### config.mk
export PLATFORM = sky130hd
export DESIGN_NAME = d_write_buffer
export DESIGN_NICKNAME = d
export VERILOG_FILES = /design/src/rtl/d_write_buffer.sv
export SDC_FILE = /design/constraint.sdc
export NUM_CORES = 1
export LEC_CHECK = 0
export BUFFER_PORTS_ARGS = -buffer_cell sky130_fd_sc_hd__buf_4
export CORE_UTILIZATION = 40
export CTS_BUF_LIST = sky130_fd_sc_hd__clkbuf_8
export DETAILED_ROUTE_END_ITERATION = 8
export GPL_ROUTABILITY_DRIVEN = 0
export HOLD_SLACK_MARGIN = 0.08
export PLACE_DENSITY = 0.68
export SLEW_MARGIN = 0
export SYNTH_ARGS = -nofsm -noshare
export SYNTH_HDL_FRONTEND = slang
export SYNTH_SLANG_ARGS = --single-unit
### constraint.sdc
create_clock -name aclk -period 11.7 [get_ports aclk]
set_input_delay 0.585 -clock aclk [delete_from_list [all_inputs] [get_ports aclk]]
set_output_delay 0.585 -clock aclk [all_outputs]
set_load 0.01 [all_outputs]
### src/rtl/d_write_buffer.sv
// Posted-write queue between the D-cache and the AXI write channels: buffers line
// evictions and uncached single-word stores, drains them in order as AXI bursts.
module d_write_buffer #(
    parameter int DEPTH      = 4,
    parameter int LINE_WORDS = 8
) (
    input  logic                    aclk,
    input  logic                    aresetn,
    input  logic                    wb_valid,
    output logic                    wb_ready,
    input  logic                    wb_single,
    input  logic [31:0]             wb_addr,
    input  logic [32*LINE_WORDS-1:0] wb_data,
    input  logic [3:0]              wb_strb,
    input  logic [31:0]             rd_addr,
    output logic                    rd_hit,
    output logic                    drained,
    output logic [31:0]             awaddr,
    output logic [7:0]              awlen,
    output logic [2:0]              awsize,
    output logic                    awvalid,
    input  logic                    awready,
    output logic [31:0]             wdata,
    output logic [3:0]              wstrb,
    output logic                    wlast,
    output logic                    wvalid,
    input  logic                    wready,
    input  logic                    bvalid,
    output logic                    bready
);
    localparam int PTR_W  = $clog2(DEPTH);
    localparam int CNT_W  = PTR_W + 1;
    localparam int OFF_W  = $clog2(LINE_WORDS * 4);
    localparam int BEAT_W = (LINE_WORDS > 1) ? $clog2(LINE_WORDS) : 1;
    localparam logic [7:0] LINE_LEN = 8'(LINE_WORDS - 1);

    typedef enum logic [1:0] {
        ST_IDLE = 2'd0,
        ST_AW   = 2'd1,
        ST_W    = 2'd2,
        ST_B    = 2'd3
    } state_t;

    function automatic logic [31:0] line_of(input logic [31:0] a);
        return a >> OFF_W;
    endfunction

    function automatic logic [31:0] issue_addr(input logic [31:0] a, input logic single);
        return single ? a : {a[31:OFF_W], {OFF_W{1'b0}}};
    endfunction

    function automatic logic [7:0] issue_len(input logic single);
        return single ? 8'd0 : LINE_LEN;
    endfunction

    logic [31:0]             addr_mem [DEPTH];
    logic [32*LINE_WORDS-1:0] data_mem [DEPTH];
    logic [3:0]              strb_mem [DEPTH];
    logic [DEPTH-1:0]        single_mem;

    logic [PTR_W-1:0]  wr_ptr_r, rd_ptr_r;
    logic [CNT_W-1:0]  count_r;
    state_t            state_r;
    logic [BEAT_W-1:0] beat_r;

    logic              push_s, pop_s, more_s, hit_s;
    logic [PTR_W-1:0]  nxt_idx_s, rel_s;
    logic [31:0]       nxt_addr_s;
    logic              nxt_single_s;
    logic [BEAT_W-1:0] next_beat_s;
    logic [31:0]       next_word_s;

    assign wb_ready = (count_r != CNT_W'(DEPTH));
    assign push_s   = wb_valid & wb_ready;
    assign pop_s    = bready & bvalid;
    assign more_s   = (count_r > CNT_W'(1)) | push_s;
    assign drained  = (count_r == {CNT_W{1'b0}}) & (state_r == ST_IDLE);
    assign awsize   = 3'd2;
    assign rd_hit   = hit_s;

    // Entry storage; written only on an accepted push, so it needs no reset.
    always_ff @(posedge aclk) begin
        if (push_s) begin
            addr_mem[wr_ptr_r]   <= wb_addr;
            data_mem[wr_ptr_r]   <= wb_data;
            strb_mem[wr_ptr_r]   <= wb_single ? wb_strb : 4'hf;
            single_mem[wr_ptr_r] <= wb_single;
        end
    end

    // Queue pointers and occupancy.
    always_ff @(posedge aclk or negedge aresetn) begin
        if (!aresetn) begin
            wr_ptr_r <= {PTR_W{1'b0}};
            rd_ptr_r <= {PTR_W{1'b0}};
            count_r  <= {CNT_W{1'b0}};
        end else begin
            if (push_s) wr_ptr_r <= wr_ptr_r + PTR_W'(1);
            if (pop_s)  rd_ptr_r <= rd_ptr_r + PTR_W'(1);
            case ({push_s, pop_s})
                2'b10:   count_r <= count_r + CNT_W'(1);
                2'b01:   count_r <= count_r - CNT_W'(1);
                default: count_r <= count_r;
            endcase
        end
    end

    // Next head after a pop; when only the incoming push remains it is bypassed from the port.
    always_comb begin
        nxt_idx_s = rd_ptr_r + PTR_W'(1);
        if (count_r == CNT_W'(1)) begin
            nxt_addr_s   = wb_addr;
            nxt_single_s = wb_single;
        end else begin
            nxt_addr_s   = addr_mem[nxt_idx_s];
            nxt_single_s = single_mem[nxt_idx_s];
        end
        next_beat_s = beat_r + BEAT_W'(1);
        next_word_s = data_mem[rd_ptr_r][{next_beat_s, 5'b00000} +: 32];
    end

    // Line hazard against every live entry plus the push being accepted this cycle.
    always_comb begin
        rel_s = {PTR_W{1'b0}};
        hit_s = push_s & (line_of(wb_addr) == line_of(rd_addr));
        for (int i = 0; i < DEPTH; i++) begin
            rel_s = PTR_W'(i) - rd_ptr_r;
            hit_s = hit_s | ((CNT_W'(rel_s) < count_r) &
                             (line_of(addr_mem[i]) == line_of(rd_addr)));
        end
    end

    // Burst sequencer for the head entry with registered AXI outputs.
    always_ff @(posedge aclk or negedge aresetn) begin
        if (!aresetn) begin
            state_r <= ST_IDLE;
            beat_r  <= {BEAT_W{1'b0}};
            awvalid <= 1'b0;
            awaddr  <= 32'd0;
            awlen   <= 8'd0;
            wvalid  <= 1'b0;
            wdata   <= 32'd0;
            wstrb   <= 4'd0;
            wlast   <= 1'b0;
            bready  <= 1'b0;
        end else begin
            case (state_r)
                ST_IDLE: begin
                    if (count_r != {CNT_W{1'b0}}) begin
                        state_r <= ST_AW;
                        awvalid <= 1'b1;
                        awaddr  <= issue_addr(addr_mem[rd_ptr_r], single_mem[rd_ptr_r]);
                        awlen   <= issue_len(single_mem[rd_ptr_r]);
                    end
                end
                ST_AW: begin
                    if (awready) begin
                        state_r <= ST_W;
                        awvalid <= 1'b0;
                        wvalid  <= 1'b1;
                        beat_r  <= {BEAT_W{1'b0}};
                        wdata   <= data_mem[rd_ptr_r][31:0];
                        wstrb   <= strb_mem[rd_ptr_r];
                        wlast   <= (awlen == 8'd0);
                    end
                end
                ST_W: begin
                    if (wready) begin
                        if (wlast) begin
                            state_r <= ST_B;
                            wvalid  <= 1'b0;
                            wlast   <= 1'b0;
                            bready  <= 1'b1;
                        end else begin
                            beat_r <= next_beat_s;
                            wdata  <= next_word_s;
                            wlast  <= (8'(next_beat_s) == awlen);
                        end
                    end
                end
                ST_B: begin
                    if (bvalid) begin
                        bready <= 1'b0;
                        if (more_s) begin
                            state_r <= ST_AW;
                            awvalid <= 1'b1;
                            awaddr  <= issue_addr(nxt_addr_s, nxt_single_s);
                            awlen   <= issue_len(nxt_single_s);
                        end else begin
                            state_r <= ST_IDLE;
                        end
                    end
                end
                default: state_r <= ST_IDLE;
            endcase
        end
    end
endmodule

==> results of run 1 <==
## stage by stage
stage / util, % / hold WS, ps / cell area, µm² / setup WS, ps
3_5_place_dp: 44.1 / 478 / 55800 / 7380
6_report: 49.7 / 208 / 62800 / 6830
3_3_place_gp: 44.1 / 468 / 55800 / 7410
4_1_cts: 49.6 / 95.0 / 62700 / 6770
2_1_floorplan: - / 289 / 51300 / 3360
5_1_grt: 49.6 / 172 / 62700 / 6600
## logic make-up after synthesis
family                   share of synthesized area, %
other                                          0.0147
adder cells (fa/ha/maj)                         0.464
multiplexers                                     16.5
AND/OR/NAND/NOR                                  2.39
buffers and inverters                            2.02
XOR/XNOR                                         2.44
flip-flops                                       72.8
AO/OA/AOI/OAI                                    3.35
## per-layer routing
metal | up-vias | global-route usage (%) | part of all wire [%] | wire length (µm)
li1 | 12200 | - | - | -
met1 | 14200 | 24.8 | 40 | 50600
met2 | 951 | 31.9 | 49 | 62500
met3 | 253 | 6.06 | 7.8 | 9850
met4 | 40 | 7.30 | 3.1 | 3920
met5 | - | 0 | 0.19 | 243
## final timing paths
check / start / end / slack [ps] / cells after the start
max: rd_ptr_r[1] / rd_hit / 6830 / 10
min: aresetn / awaddr[5] / 210 / 2
max reg2reg: count_r[0] / data_mem[0][95] / 7410 / 6
min reg2reg: awaddr[5] / awaddr[5] / 490 / 2
max in group asynchronous: aresetn / rd_ptr_r[1] / 10140 / 3
min in group aclk: wb_valid / state_r[0] / 320 / 7
## registers in the layout (all words and copies together) (netlist names), 2 cells and up
name / flops
wstrb: 4
state_r: 2
data_mem: 1024
awaddr: 32
beat_r: 3
single_mem: 4
addr_mem: 128
count_r: 3
wr_ptr_r: 2
wdata: 32
strb_mem: 16
rd_ptr_r: 2
## layout by cell type (no fill, tap or decap), drive strengths merged, types with 14 or more instances in the layout
master	instances
a21oi	93
a22oi	37
buf	437
clkbuf	214
clkinv	77
dfrtp	85
diode	26
dlygate4sd3	299
edfxtp	1172
ha	19
inv	93
mux2	39
mux2i	79
mux4	320
nand2	67
nand2b	14
nand4	27
nor2	72
nor3	34
o211ai	15
o21ai	75
o22ai	43
xnor2	101
xor2	42
## synth_stat cells, drive strengths merged, types with 6 or more instances
master / n / area [µm²]
nor2b: 6 / 37.5
nor3: 34 / 170
a22oi: 37 / 278
nor4: 13 / 81.3
o221ai: 7 / 61.3
o211ai: 15 / 113
nand2: 67 / 251
o22ai: 43 / 269
nand4: 27 / 169
clkbuf: 61 / 229
mux2: 39 / 439
dfrtp: 85 / 2130
xnor2: 101 / 885
nor2: 72 / 270
mux2i: 79 / 791
buf: 116 / 757
edfxtp: 1172 / 35200
nand2b: 14 / 87.6
ha: 19 / 238
o21ai: 75 / 375
inv: 13 / 48.8
mux4: 320 / 7210
a21oi: 93 / 465
nand3: 8 / 40.0
xor2: 42 / 368
## worst reg2reg max path: cells and delay by family, from the launching register on
kind / cells / cell delay [ps]
buffers and inverters: 3 / 2030
AND/OR/NAND/NOR: 2 / 1080
flip-flops: 1 / 540
adder cells (fa/ha/maj): 1 / 230
## power breakdown
| group | switching, mW | leakage [nW] | internal, mW | total (mW) |
|---|---|---|---|---|
| clock network | 1.78 | 2.29 | 1.83 | 3.61 |
| logic | 2.67 | 7.51 | 2.15 | 4.82 |
| registers | 0.398 | 11.7 | 5.99 | 6.39 |
## area by class of cell
type                       count  share of cell area (%)
timing repair buffer         736                    10.1
sequential                  1257                    59.5
antenna                       26                   0.104
clock buffer                 214                    4.69
multi-input combinational   1156                    20.7
tap                         1650                    3.29
inverter                      13                  0.0777
clock inverter               165                    1.56
## timing repair
action                     4_1_cts  5_1_grt
hold endpoints to repair      1221        0
hold buffers                   299        0
setup endpoints to repair        0        0
==> flow_metrics.tcl, run 1 <==
set metrics [dict create \
    status "completed" \
    fin_skew_ps 73.6 \
    finalSetupViolations 0 \
    maxClockFrequency_mhz 205 \
    ys_seq_area_share_pct 72.8 \
    syn-instance-count 2597 \
    slowest_delay_ps 860 \
    worst-path-buf-inv 3 \
    total_power_mw 14.8 \
    h-tree-depth 4 \
    cp_top_family "buffers and inverters" \
    die_h_um 360 \
    yosys.cell_types.count 47 \
    path_max_fanout 90 \
    nNetsFinal 3718 \
    relSlewSlack_pct 28.7 \
    fill_cells 10200 \
    slowest_stage "dfrtp_4" \
    drc 0 \
    drt-initial-drc-count 2202 \
    finalCriticalPeriod_ps 4870 \
    core_area_um2 126000 \
    postCtsSetupBuffers 0 \
    hold_viol_final 0 \
    fin_setup_tns_ps 0 \
    multi_input_area_um2 13000 \
    dr.pass1.iters 5 \
    root_buffer "clkbuf_8" \
    stdcell_count 5217 \
    vdd_drop_max_uv 183 \
    seqCellArea_um2 37300 \
    path_class "flop to output pin" \
    grtUsageTotal_pct 19.6 \
    cp_cell_sequence "buf_12 -> inv_1 -> ha_1 -> a21oi_1 -> nor2_1 -> o2111ai_1 -> nor4_1 -> a21oi_1 -> nand4_1 -> buf_4" \
    grt_max_degree 137 \
    detail_route.wl_per_cell_um 24.4 \
    rsz0062_at_grt "no" \
    min_path_type "input port to async pin" \
    maxCapViolations 0 \
    cts_buffer_depth 3 \
    synth_warnings 0 \
    power_per_cell_area_nw_per_um2 236 \
    syn_area_um2 51200 \
    numClockSinks 1257 \
    cts_buffers 204 \
    grt_pass1_vias 28900 \
    dieWidth_um 360 \
    cts_tree "built" \
    ios 417 \
    clk_latency_ps 930 \
    drive_above_1_share_pct 30.4 \
    drt-total-wl_mm 127 \
    start_util_pct 40.5 \
    synth-seq-cells 1257 \
    cts_resized 0 \
    vias_per_cell 5.31 \
    startpoint_type "flop" \
    worst_slew_pin_slew_ps 1070 \
    grt_pass1_wl_mm 188 \
    drt.antenna.violating_nets 0 \
    drv_slew 0 \
    ys.flop_type "edfxtp_1" \
    core.rowCount 130 \
    arrival_ps 4280 \
    num_vias 27700 \
    synthToLayoutAreaGrowth_pct 22.5 \
    antenna_found_initial 41 \
    clk_transition_reported_paths_ps 60 \
    async_reset_ff_share_pct 6.76 \
    dp_hpwl_mm 78.0 \
    avgSynthCellArea_um2 19.7 \
    synth_edf_count 1172 \
    dp_cells 4513 \
    worstPathRequired_ps 11120 \
    worst_path_most_repeated_cell "a21oi_1" \
    die_area_um2 130000 \
    post-route-period-util_pct 41.6 \
    end_kind "output pin" \
    p_leak_nw 21.5 \
    grt_overflow_total 0 \
    port_buffers 403 \
]
No activity file was read; power rests on OpenSTA's default activity.
==> run 2: changes to the inputs <==
clock period = 5 ns   (was 11.7 ns; I/O delays follow)
==> run 2 against run 1 <==
  * Routed wire length up 3.9%
  * Die area unchanged
  * Clock power increased by 130%
  * Sequential cell count is the same
  * Register-to-register slack got worse by 5900 ps
  * Total power increased by 130%
  * Hold slack got worse by 33 ps
  * Critical path type unchanged
  * Largest cell class unchanged
==> flow_metrics.tcl, run 2 (synthesis gave the netlist of run 1 again) <==
set metrics [dict create \
    status "completed" \
    cts_buffer_depth 3 \
    path_max_fanout 50 \
    cts_resized 0 \
    drt-initial-drc-count 2498 \
    grtUsageTotal_pct 20.4 \
    start_util_pct 40.5 \
    worstPathRequired_ps 4750 \
    drt-total-wl_mm 132 \
    power_per_cell_area_nw_per_um2 530 \
    synthToLayoutAreaGrowth_pct 28.1 \
    die_h_um 360 \
    rsz0062_at_grt "no" \
    postCtsSetupBuffers 0 \
    drv_slew 0 \
    fin_setup_tns_ps 0 \
    final_cell_area_um2 65600 \
    layout_commonest_cell "edfxtp_1" \
    maxClockFrequency_mhz 245 \
    post-route-period-util_pct 81.6 \
    utilization_pct 51.9 \
    cts_tree "built" \
    fin_skew_ps 50.1 \
    end_kind "output pin" \
    clk_transition_reported_paths_ps 60 \
    postPlaceCellArea_um2 56100 \
    hold_viol_final 0 \
    grt_pass1_wl_mm 196 \
    worst_slew_pin_slew_ps 1220 \
    die_area_um2 130000 \
    vias_per_cell 5.29 \
    grt_overflow_total 0 \
    grt_max_degree 105 \
    antenna_found_initial 33 \
    maxCapViolations 0 \
    dieWidth_um 360 \
    drt.antenna.violating_nets 0 \
    ios 417 \
    root_buffer "clkbuf_8" \
    top_register "data_mem" \
    drc 0 \
    largest_reg_flops 1024 \
    nNetsFinal 4005 \
    cts_hold_buf 578 \
    num_vias 29100 \
    arrival_ps 3830 \
    detail_route.wl_per_cell_um 24.1 \
    finalCriticalPeriod_ps 4080 \
    cts_buffers 199 \
    top_regs "data_mem (1024), addr_mem (128)" \
    dp_hpwl_mm 80.8 \
    port_buffers 403 \
    fill_cells 9947 \
    total_power_mw 34.8 \
    clk_latency_ps 930 \
    pre_cts_ws_ps 1360 \
    core_area_um2 126000 \
    path_class "flop to output pin" \
    p_leak_nw 22.7 \
    worst_slack_ps 921 \
    finalSetupViolations 0 \
    numClockSinks 1257 \
    core.rowCount 130 \
    h-tree-depth 4 \
    grt_pass1_vias 30600 \
    startpoint_type "flop" \
    final_cell_mix "edfxtp_1 (1172), dlygate4sd3_1 (577), buf_4 (429)" \
    vdd_drop_max_uv 384 \
    relSlewSlack_pct 18.2 \
    drive_above_1_share_pct 28.2 \
    min_path_type "input port to flop" \
    dr.pass1.iters 5 \
]
run 2: cell count changes in the layout (fill, tap and decap cells not counted), sizes merged:
| cell | change |
|---|---|
| dlygate4sd3 | +278 |
| clkinv | -27 |
| buf | +14 |
| inv | +13 |
| bufinv | -5 |
| diode | -5 |
| clkinvlp | +3 |
run 2: where the power goes:
| part | total, mW | internal (mW) | switching [mW] |
|---|---|---|---|
| Combinational | 11.7 | 5.33 | 6.40 |
| Clock | 8.15 | 4.00 | 4.15 |
| Sequential | 14.9 | 14.0 | 0.959 |
run 2: per-stage QoR:
step,hold WS [ps],instances
6_report,175,5488
5_1_grt,104,5480
4_1_cts,80.2,5467
3_5_place_dp,386,4526
3_3_place_gp,382,4526
2_1_floorplan,-45.6,2603
run 2: per-layer routing:
layer	GRT usage, %	up-vias	routed length (µm)
met5	0	-	232
li1	-	12800	-
met3	5.63	215	9210
met4	5.67	36	2920
met1	25.8	15000	53200
met2	34.3	1026	66500
run 2: worst max-delay path, stage by stage (launching register included):
cell,delay [ps]
dfrtp_4,1040
inv_1,370
ha_1,400
a21oi_1,130
nor2_1,80
o2111ai_1,230
nor4_1,80
a21oi_1,170
nand4_1,200
buf_4,210
run 2: final cells by class:
type | instances | area (µm²) | area share [%]
Antenna cell | 21 | 52.6 | 0.0800
Clock buffer | 214 | 2950 | 4.49
Clock inverter | 149 | 793 | 1.21
Inverter | 13 | 48.8 | 0.0743
Multi-Input combinational cell | 1156 | 13000 | 19.8
Sequential cell | 1257 | 37300 | 56.9
Tap cell | 1650 | 2060 | 3.14
Timing Repair Buffer | 1028 | 9440 | 14.4
run 2: path summary, 6_finish.rpt:
| check | start | endpoint | slack, ps | depth (start not counted) |
|---|---|---|---|---|
| max in group asynchronous | aresetn | beat_r[0] | 3910 | 4 |
| setup / recovery | rd_ptr_r[1] | rd_hit | 920 | 9 |
| setup reg to reg | beat_r[0] | wdata[14] | 1480 | 8 |
| min in group asynchronous | aresetn | awaddr[12] | 480 | 4 |
| hold reg to reg | awaddr[5] | awaddr[5] | 480 | 2 |
| hold / removal | wb_data[223] | data_mem[3][223] | 180 | 2 |
==> run 3: changes to the inputs <==
PLACE_DENSITY = 0.7   (was 0.68)
clock period = 3.7 ns   (was 5 ns; I/O delays follow)
==> run 3 against run 2 <==
  * Via count grew 1.6%
  * Utilization grew 0.87 points
  * Register-to-register slack worse by 640 ps
  * Clock-buffer cell count shrank 2
  * Total power grew 41%
  * Design area up 1.7%
==> flow_metrics.tcl, run 3 (synthesis gave the netlist of run 1 again) <==
set metrics [dict create \
    status "completed" \
    start_util_pct 40.5 \
    post-route-period-util_pct 92.4 \
    cts_buffer_depth 3 \
    port_buffers 403 \
    finalSetupViolations 0 \
    p_leak_nw 23.2 \
    largest_reg_flops 1024 \
    vias_per_cell 5.30 \
    fin_setup_tns_ps 0 \
    stdcell_count 5565 \
    slowest_stage "dfrtp_1" \
    worst_slew_pin_slew_ps 1040 \
    nNetsFinal 4068 \
    detail_route.wl_per_cell_um 24.4 \
    crit_cells 9 \
    arrival_ps 3230 \
    path_max_fanout 8 \
    finalCriticalPeriod_ps 3420 \
    drc 0 \
    end_kind "output pin" \
    p_comb_share_pct 34.1 \
    reg2reg_from "beat_r[0]" \
    fin_skew_ps 73.1 \
    maxCapViolations 0 \
    drive_above_1_share_pct 29.8 \
    grt_max_degree 103 \
    drv_slew 0 \
    drt-initial-drc-count 2210 \
    num_vias 29500 \
    top_regs "data_mem (1024), addr_mem (128)" \
    utilization_pct 52.8 \
    sw_frac_of_total_pct 32.9 \
    worst-path-buf-inv 2 \
    numClockSinks 1257 \
    relSlewSlack_pct 30.9 \
    r2r-end "wdata[18]" \
    pwr-share-clk_pct 25.2 \
    layout_commonest_cell "edfxtp_1" \
    root_buffer "clkbuf_8" \
    postPlaceCellArea_um2 56500 \
    reg2reg_slack_ps 840 \
    cts_buffers 202 \
    dr.pass1.iters 5 \
    clk_transition_reported_paths_ps 60 \
    min_path_type "input port to flop" \
    grt_overflow_total 0 \
    worst_path_most_repeated_cell "nand4_1" \
    p_seq_share_pct 40.7 \
    dp_cells 4566 \
    dieWidth_um 360 \
    cell_internal_pwr_mw 32.9 \
    antenna_found_initial 31 \
    slowest_delay_ps 530 \
    power_per_cell_area_nw_per_um2 733 \
    final_cell_area_um2 66800 \
    maxClockFrequency_mhz 292 \
    switching_power_mw 16.1 \
    grt_pass1_wl_mm 201 \
    startpoint_type "flop" \
    cp_cell_sequence "inv_1 -> ha_1 -> nand2_1 -> and2_2 -> nand4_1 -> nor4_1 -> nand4_1 -> nand4_1 -> buf_4" \
    worstPathRequired_ps 3510 \
    drt.antenna.violating_nets 0 \
    final_cell_mix "edfxtp_1 (1172), dlygate4sd3_1 (590), buf_4 (465)" \
    h-tree-depth 4 \
    synthToLayoutAreaGrowth_pct 30.3 \
    ios 417 \
    dp_hpwl_mm 83.3 \
    cp_top_family "simple AND/OR/NAND/NOR gates" \
    rsz0062_at_grt "no" \
    clk_latency_ps 930 \
    drt-total-wl_mm 136 \
    grt_pass1_vias 31200 \
    die_h_um 360 \
    r2r_cells 8 \
    crit_path_end "rd_hit" \
    cts_tree "built" \
    path_class "flop to output pin" \
    vdd_drop_max_uv 482 \
    grtUsageTotal_pct 21.0 \
    core_area_um2 126000 \
    top_register "data_mem" \
    core.rowCount 130 \
    crit_start "count_r[0]" \
    hold_viol_final 0 \
    die_area_um2 130000 \
]
run 3: cell count changes in the layout (fill, tap and decap cells not counted), moves of 3 or more:
cell / delta
buf_4: +36
inv_1: -29
dlygate4sd3_1: +13
clkinv_1: +10
clkinv_16: +3
buf_12: +11
bufinv_16: +13
inv_12: +4
clkinv_2: +25
run 3: metal layers:
layer  up-vias  wire length (µm)  track usage, %
met4        34              3270            6.58
met1     15200             54300            26.8
met2      1121             67800            34.8
met5         -               235               0
met3       234             10300            5.70
li1      12900                 -               -
run 3: worst reg2reg max path, cell delays in order (launching register included):
cell and delay (ps):
dfrtp_4 480, buf_4 250, and2b_1 470, and2_2 540
buf_4 380, a22oi_1 180, o211ai_1 250, nor2_1 110
nor2_1 150
run 3: cell type report:
| class | count | area [µm²] |
|---|---|---|
| fillers | 9830 | 59600 |
| flip-flops and latches | 1257 | 37300 |
| multi-input cells | 1156 | 13000 |
| repair buffers | 1088 | 10100 |
| clock buffers | 212 | 2920 |
| well taps | 1650 | 2060 |
| clock inverters | 169 | 1310 |
| diodes | 20 | 50.0 |
| inverters | 13 | 48.8 |
run 3: timing repair:
| action | CTS | global route |
|---|---|---|
| setup endpoints to repair | 1 | 1 |
| hold buffers | 591 | 0 |
| resized for setup | 1 | 1 |
| buffers inserted | 5 | 2 |
| hold endpoints to repair | 1637 | 0 |
run 3: per-stage QoR:
stage	hold WS, ps	setup slack (ps)	power, mW
3_5_place_dp	387	699	36.3
4_1_cts	87.2	35.8	49.4
6_report	186	281	48.9
2_1_floorplan	-111	-1240	31.1
5_1_grt	114	13.2	51.3
3_3_place_gp	382	716	36.0
run 3: worst min-delay path by stage:
| stage | start | endpoint | slack (ps) | cells past startpoint |
|---|---|---|---|---|
| 3_3_place_gp | aresetn | awaddr[12] | 380 | 1 |
| 5_1_grt | wb_data[2] | data_mem[2][2] | 110 | 2 |
| 3_5_place_dp | aresetn | awaddr[12] | 390 | 1 |
| 2_1_floorplan | aresetn | awaddr[0] | -110 | 0 |
| 6_report | wb_data[2] | data_mem[2][2] | 190 | 2 |
| 4_1_cts | wb_data[2] | data_mem[2][2] | 90 | 2 |
run 3: power groups by stage:
stage / Sequential (mW) / Combinational [mW] / Clock [mW]
final: 19.9 / 16.7 / 12.3
after CTS: 20.0 / 16.8 / 12.5
after detailed placement: 20.4 / 15.9 / 0
after floorplan: 20.4 / 10.7 / 0
after global placement: 20.2 / 15.8 / 0
after global routing: 20.2 / 17.9 / 13.2
